$ cat src/rtl/pipe_issue.sv
// In-order issue stage: instruction FIFO feeding the ALU with a RAW hazard check against the last HAZ_DEPTH issues.
// Optional macro PIPE_ISSUE_HAZARD_STALL_EN enables the hazard stall; FIFO-to-instr latency is 1 cycle; in_ready drops at DEPTH entries.
module pipe_issue #(
  parameter int DEPTH     = 4,
  parameter int HAZ_DEPTH = 2
) (
  input  logic        clk,
  input  logic        rst_n,
  input  logic [15:0] in_instr,
  input  logic        in_valid,
  output logic        in_ready,
  output logic [15:0] instr,
  output logic        instr_valid,
  output logic [15:0] stall_cnt
);

  localparam int AW = $clog2(DEPTH);
  localparam logic [AW:0] FULL = DEPTH[AW:0];
`ifdef PIPE_ISSUE_HAZARD_STALL_EN
  localparam bit HAZ_EN = 1'b1;
`else
  localparam bit HAZ_EN = 1'b0;
`endif

  typedef enum logic [1:0] {S_EMPTY, S_ISSUE, S_STALL} state_t;

  logic [15:0]   mem_q [DEPTH];
  logic [AW-1:0] wr_ptr_q, rd_ptr_q;
  logic [AW:0]   count_q;
  logic [15:0]   instr_q;
  logic          instr_valid_q;
  logic [15:0]   stall_cnt_q;
  logic          hv_q  [HAZ_DEPTH];
  logic [3:0]    hrd_q [HAZ_DEPTH];

  logic          legal, push, pop, hazard_raw, hazard;
  logic [15:0]   head;
  state_t        state;

  always_comb begin
    legal = 1'b0;
    case (in_instr[15:12])
      4'h0, 4'h1, 4'h2, 4'h6, 4'h7, 4'hC: legal = 1'b1;
      default:                            legal = 1'b0;
    endcase
  end

  assign in_ready = (count_q != FULL);
  assign push     = in_valid && in_ready && legal;
  assign head     = mem_q[rd_ptr_q];

  // Bubbles leave invalid history slots, so they never match.
  always_comb begin
    hazard_raw = 1'b0;
    for (int i = 0; i < HAZ_DEPTH; i++) begin
      if (hv_q[i] && (hrd_q[i] == head[11:8] || hrd_q[i] == head[7:4]))
        hazard_raw = 1'b1;
    end
  end

  assign hazard = HAZ_EN && hazard_raw;

  always_comb begin
    if (count_q == '0)  state = S_EMPTY;
    else if (hazard)    state = S_STALL;
    else                state = S_ISSUE;
  end

  assign pop = (state == S_ISSUE);

  always_ff @(posedge clk) begin
    if (push) mem_q[wr_ptr_q] <= in_instr;
  end

  always_ff @(posedge clk or negedge rst_n) begin
    if (!rst_n) begin
      wr_ptr_q      <= '0;
      rd_ptr_q      <= '0;
      count_q       <= '0;
      instr_q       <= 16'h0000;
      instr_valid_q <= 1'b0;
      stall_cnt_q   <= 16'h0000;
      for (int i = 0; i < HAZ_DEPTH; i++) begin
        hv_q[i]  <= 1'b0;
        hrd_q[i] <= 4'h0;
      end
    end else begin
      if (push) wr_ptr_q <= wr_ptr_q + 1'b1;
      case ({push, pop})
        2'b10:   count_q <= count_q + 1'b1;
        2'b01:   count_q <= count_q - 1'b1;
        default: count_q <= count_q;
      endcase

      for (int i = HAZ_DEPTH - 1; i > 0; i--) begin
        hv_q[i]  <= hv_q[i-1];
        hrd_q[i] <= hrd_q[i-1];
      end

      case (state)
        S_ISSUE: begin
          rd_ptr_q      <= rd_ptr_q + 1'b1;
          instr_q       <= head;
          instr_valid_q <= 1'b1;
          hv_q[0]       <= 1'b1;
          hrd_q[0]      <= head[3:0];
        end
        S_STALL: begin
          instr_q       <= 16'h0000;
          instr_valid_q <= 1'b0;
          hv_q[0]       <= 1'b0;
          hrd_q[0]      <= 4'h0;
          if (stall_cnt_q != 16'hFFFF) stall_cnt_q <= stall_cnt_q + 1'b1;
        end
        default: begin
          instr_q       <= 16'h0000;
          instr_valid_q <= 1'b0;
          hv_q[0]       <= 1'b0;
          hrd_q[0]      <= 4'h0;
        end
      endcase
    end
  end

  assign instr       = instr_q;
  assign instr_valid = instr_valid_q;
  assign stall_cnt   = stall_cnt_q;

endmodule

$ cat config.mk
export PLATFORM = sky130hd
export DESIGN_NAME = pipe_issue
export DESIGN_NICKNAME = d
export VERILOG_FILES = /design/src/rtl/pipe_issue.sv
export SDC_FILE = /design/constraint.sdc
export NUM_CORES = 1
export LEC_CHECK = 0
export ABC_AREA = 1
export CORE_AREA = 2 2 85 87
export CTS_CLUSTER_DIAMETER = 30
export DETAILED_ROUTE_END_ITERATION = 8
export DIE_AREA = 0 0 87 89
export HOLD_SLACK_MARGIN = 0.05
export PLACE_DENSITY_LB_ADDON = 0.25
export REMOVE_ABC_BUFFERS = 1
export SLEW_MARGIN = 20
export SYNTH_ARGS = -nofsm -noshare
export SYNTH_HDL_FRONTEND = slang
export SYNTH_SLANG_ARGS = --single-unit
export TNS_END_PERCENT = 5
$ cat constraint.sdc
create_clock -name clk -period 2.7 [get_ports clk]
set_clock_uncertainty 0.05 [all_clocks]
set_input_delay 0.81 -clock clk [delete_from_list [all_inputs] [get_ports clk]]
set_output_delay 0.81 -clock clk [all_outputs]
set_load 0.01 [all_outputs]
# Yosys cells after proc, flatten, opt, wreduce, memory -nomap -nowiden
# Memory sizes are Yosys's and may differ from the RTL's.
# Cells that the tools add are included.
# word_totals
register_bits	40
elab_cells	37
mem_count	1
ramBits	64
inputBits	19
# classes
n_eq_ne	11
muxes	7
n_addsub	5
n_reduce_logical	7
# mem_list
name	depth	width	read_ports	rd_ports_with_merged_regs	write_ports	line	source
mem_q	4	16	1	0	1	27	logic [15:0] mem_q [DEPTH];
# op_table
op	count
16-bit by 1-bit adder with 16-bit output, second input constant	1
16-bit 2-to-1 mux	1
16-bit != test, second input constant	1
4-bit by 3-bit equality test with 1-bit output, second input constant	2
3-bit one-hot mux with 2 select lines	1
6-bit OR reduction	1
1-bit 2-to-1 mux	5
2-bit by 1-bit adder with 2-bit output, second input constant	2
2-bit by 1-bit equality test with 1-bit output, second input constant	2
2-bit equality test, second input constant	2
4-bit by 1-bit equality test with 1-bit output, second input constant	1
4-bit by 2-bit equality test with 1-bit output, second input constant	1
4-bit equality test, second input constant	1
4-bit zero test	1
3-bit by 1-bit adder with 3-bit output, second input constant	1
3-bit zero test	1
3-bit != test, second input constant	1
3-bit by 1-bit subtractor with 3-bit output, second input constant	1
1-bit logical AND	2
2-bit AND reduction	1
2-bit nonzero test	1

# Logic depth before layout (Yosys ltp)
# depth
ltp_word	6
depth_mapped	11
ltp_nobuf	11

# Worst setup path before layout
# OpenSTA, ideal clock, no wires.
# synth_timing
kind	input -> register
from	input in_instr[13]
to	memory mem_q[0][0] (enable)
slack_ns	0.327
t_arrival_ns	1.934
required_time_ns	2.261
stages	6
cell_sequence	inv_1 nand2_1 nand2_1 nand2_1 nand3_2 nor2_1
# synth_between
elab_chain_cells	6
elab_cells_between_ends	11
# synth_lines
item	line	source
start, declared	9	input logic [15:0] in_instr,
4-bit by 1-bit equality test with 1-bit output (tied with other cells)	42	case (in_instr[15:12])
6-bit OR reduction *	42	
1-bit 2-to-1 mux *	42	
1-bit logical AND *	49	assign push = in_valid && in_ready && legal;
1-bit 2-to-1 mux *	72	if (push) mem_q[wr_ptr_q] <= in_instr;
1-bit 2-to-1 mux (not written as such) *	72	
end, declared	27	
# Every way passes the cells marked *; elsewhere a longest branch is shown, timed or not.

# Worst setup path after layout
# layout_timing
from	input in_instr[13]
to	register count_q[2]
# layout_between
elab_chain_cells	6
elab_cells_between_ends	13
# layout_lines
item	line	source
4-bit by 1-bit equality test with 1-bit output (tied with other cells)	42	
6-bit OR reduction *	42	
1-bit 2-to-1 mux *	42	
1-bit logical AND *	49	
2-bit by 1-bit equality test with 1-bit output / 2-bit equality test (equally long branches)	89	case ({push, pop})
3-bit one-hot mux with 2 select lines / 2-bit nonzero test (equally long branches)	n/a	
end signal, assigned	90	2'b10: count_q <= count_q + 1'b1;
end signal, assigned	91	2'b01: count_q <= count_q - 1'b1;
end signal, assigned	92	default: count_q <= count_q;
end, declared	29	logic [AW:0] count_q;
# Marks and branches as above.
# A chain may end at the register's enable or synchronous reset.

==> run summary <==
WHS: 0.458 ns
Period minus WS final: 2.50 ns
Final wirelength: 6360 um
Ys Warns: 0
Sequential area share after synthesis: 71.0%
Slew of the pin with the lowest slew margin: 0.695 ns
Die Width: 87 um
Synth top cells by count: nor2_1, edfxtp_1, o21ai_0, dfrtp_1, a21oi_1
Slew headroom: 53.7%
Gr usage total: 17.7%
Slowest CP cell: clkdlybuf4s50_1
Total grt overflow: 0
Max Cap Viol: 0
Residual DRC: 0
Longest Clk Path Bufs: 2
Starting Density: 52.9%
CTS sink count: 88
Psw: 0.00137 W
Mapped Area: 3550 sq um
First-iteration detailed-routing DRC count: 82
Clock share of power: 22.9%
Crit start category: primary input
Crit path required time: 2.88 ns
Max FO, Critical Path: 3
Synth top area share: 54.1%
Worst hold-check path type: flip-flop to flip-flop
Die Y: 89 um
Cell Area, Placed: 4000 sq um
CTS Hold Bufs: 0
TNS Setup: 0 ns
Clk_lat worst skew: 0.34 ns
Hold Fails Final Rpt: 0
Area growth syn-to-layout: 18.9%
IO Pins: 53
Largest net degree at the start of global routing: 33
DR top layer: met4
Most used cell, CP: nand2_1
Num CTS Buffers: 9
Drt pass-1 iters: 7
Antenna diode instance count: 0
Area leader, netlist: edfxtp_1
CTS tree: yes
Vias: 2,114
Max VDD drop: 439 uV
Vias in the first global route: 2,141
Post-route cell area: 4220 sq um
Asr flop ratio synth: 27.3%
Avg Inst Size Synth: 12.4 sq um
Setup Crit Path Kind: primary input to flip-flop
Worst Path Arrival: 2.68 ns
Layout cells sized above 1: 11.1%
Nets: 363
Final setup viols: 0
Critical Path Stages: 12
Synth top area cells: edfxtp_1, dfrtp_1, nor2_1, o21ai_0, buf_4
Pleak: 1.64 nW
Period utilization: 92.7%
Post-route antenna net violation count: 0
Pwr Density: 1010 nW/um^2
WL met3: 286 um
CTS Root Cell: clkbuf_8
Sw Ratio: 32.2%
Cell Chain, Critical Path: clkdlybuf4s50_1, inv_2, nand2_1, nand2_1, nand2_1, nand3_2, ha_1, inv_1, fa_1, a21oi_1, o21ai_0, xor2_1
Most frequent cell after synthesis: nor2_1
Syn Inst Count: 286
Fmax: 400 MHz
R2R cell count: 9
Top_reg_cell synth: edfxtp_1
Logic pwr share: 33.5%
Port Buf Inserts: 36
Htree depth: 3
Global-route wire length before repair: 9960 um
Delay-heaviest family, CP: buffers and inverters
Bufs and invs on worst path: 3
RSZ-0062 raised after global routing: no
Met2 WL: 3250 um
Slowest stage delay, CP: 0.47 ns
Seq pwr share: 43.6%
Wire per inst: 15.0 um
Synth unique cells: 24
Die area: 7740 sq um
Initial antenna violation count: 0
Internal power: 0.00289 W
GP Congestion: 0.742
Register clock-pin slew on the reported worst setup and hold paths: 0.07 ns
Row count: 30
Crit. End Element: flip-flop
HPWL Detailed: 3930 um
Total core area: 6720 sq um
Vias per cell: 5.00
Met1 wire length: 2690 um
Max Slew Vio Count: 0
Post-synth EDFFs: 64
Yosys reg bits: 88
Status: complete, no violations
Hold Crit Depth: 1
[layout by cell type (no fill, tap or decap), types with 2 or more instances in the layout]
master           Yosys  routed
clkbuf_8             0      10
o21ai_1              8       8
buf_4               16      15
bufinv_16            0       2
xor2_1               3       3
inv_2                1       2
nor2_1              70      70
a21oi_1             17      17
nand2_1             16      16
nand3_1              4       4
dfrtp_1             24      24
clkinvlp_4           0       2
conb_1               1      16
inv_4                2       2
ha_1                 5       5
o21ai_0             26      26
buf_12               0       2
edfxtp_1            64      64
clkdlybuf4s50_1      0      35
inv_1               13      12
[cell type report]
class                      instances  area [sq um]
clock inverter                     5          80.1
tap                               80           100
inverter                          16          65.1
timing repair buffer              53           515
sequential                        88          2520
clock buffer                      11           141
multi-input combinational        170           800
fill                             503          2490
[timing repair]
| action | in CTS | in global routing |
|---|---|---|
| hold endpoints to repair | 0 | 0 |
| setup endpoints to repair | 0 | 1 |
| resized for setup | 0 | 2 |
| setup buffers | 0 | 0 |
[cell families after synthesis]
family          count (synthesis)  synth area share [%]
simple gates                   92                  10.1
other cells                     1                 0.106
buf+inv                        43                  8.10
compound gates                 52                  7.39
xor+xnor                        4                 0.986
fa+ha+maj                       6                  2.32
flops                          88                  71.0
[per-stage QoR]
step	total power, W	setup slack, ns	std cells	utilization [%]
after global routing	0.00453	0.0212	423	62.9
after floorplan	0.00266	0.327	274	-
after global placement	0.00325	-0.0849	407	59.5
final	0.00426	0.197	423	62.9
after CTS	0.00428	0.182	423	62.8
after detailed placement	0.00332	-0.181	407	59.5
[flip-flops by register name (all words and copies together) (netlist names)]
signal / flops
mem_q: 64
wr_ptr_q: 2
count_q: 3
instr_valid: 1
instr: 16
rd_ptr_q: 2
[power by group through the flow]
stage,sequential (W),combinational (W),clock (W)
after floorplan,0.00198,0.000686,0
after global placement,0.00188,0.00137,0
after detailed placement,0.00189,0.00143,0
after CTS,0.00186,0.00144,0.000990
after global routing,0.00189,0.00160,0.00105
final,0.00186,0.00143,0.000975
[routing by layer]
metal / vias to the layer above / GRT usage [%]
met5: - / 0
met4: 0 / 9.38
met3: 17 / 3.97
met2: 67 / 30.7
met1: 1000 / 20.6
li1: 1030 / -
[worst paths after layout]
check	startpoint	to	slack [ns]
min in group asynchronous	rst_n	instr[7]	0.78
min reg2reg	count_q[0]	count_q[0]	0.46
max	in_instr[13]	count_q[2]	0.20
min	count_q[0]	count_q[0]	0.46
max reg2reg	count_q[0]	count_q[2]	0.75
max in group asynchronous	rst_n	instr[12]	1.56
(Power assumes the default switching activity.)
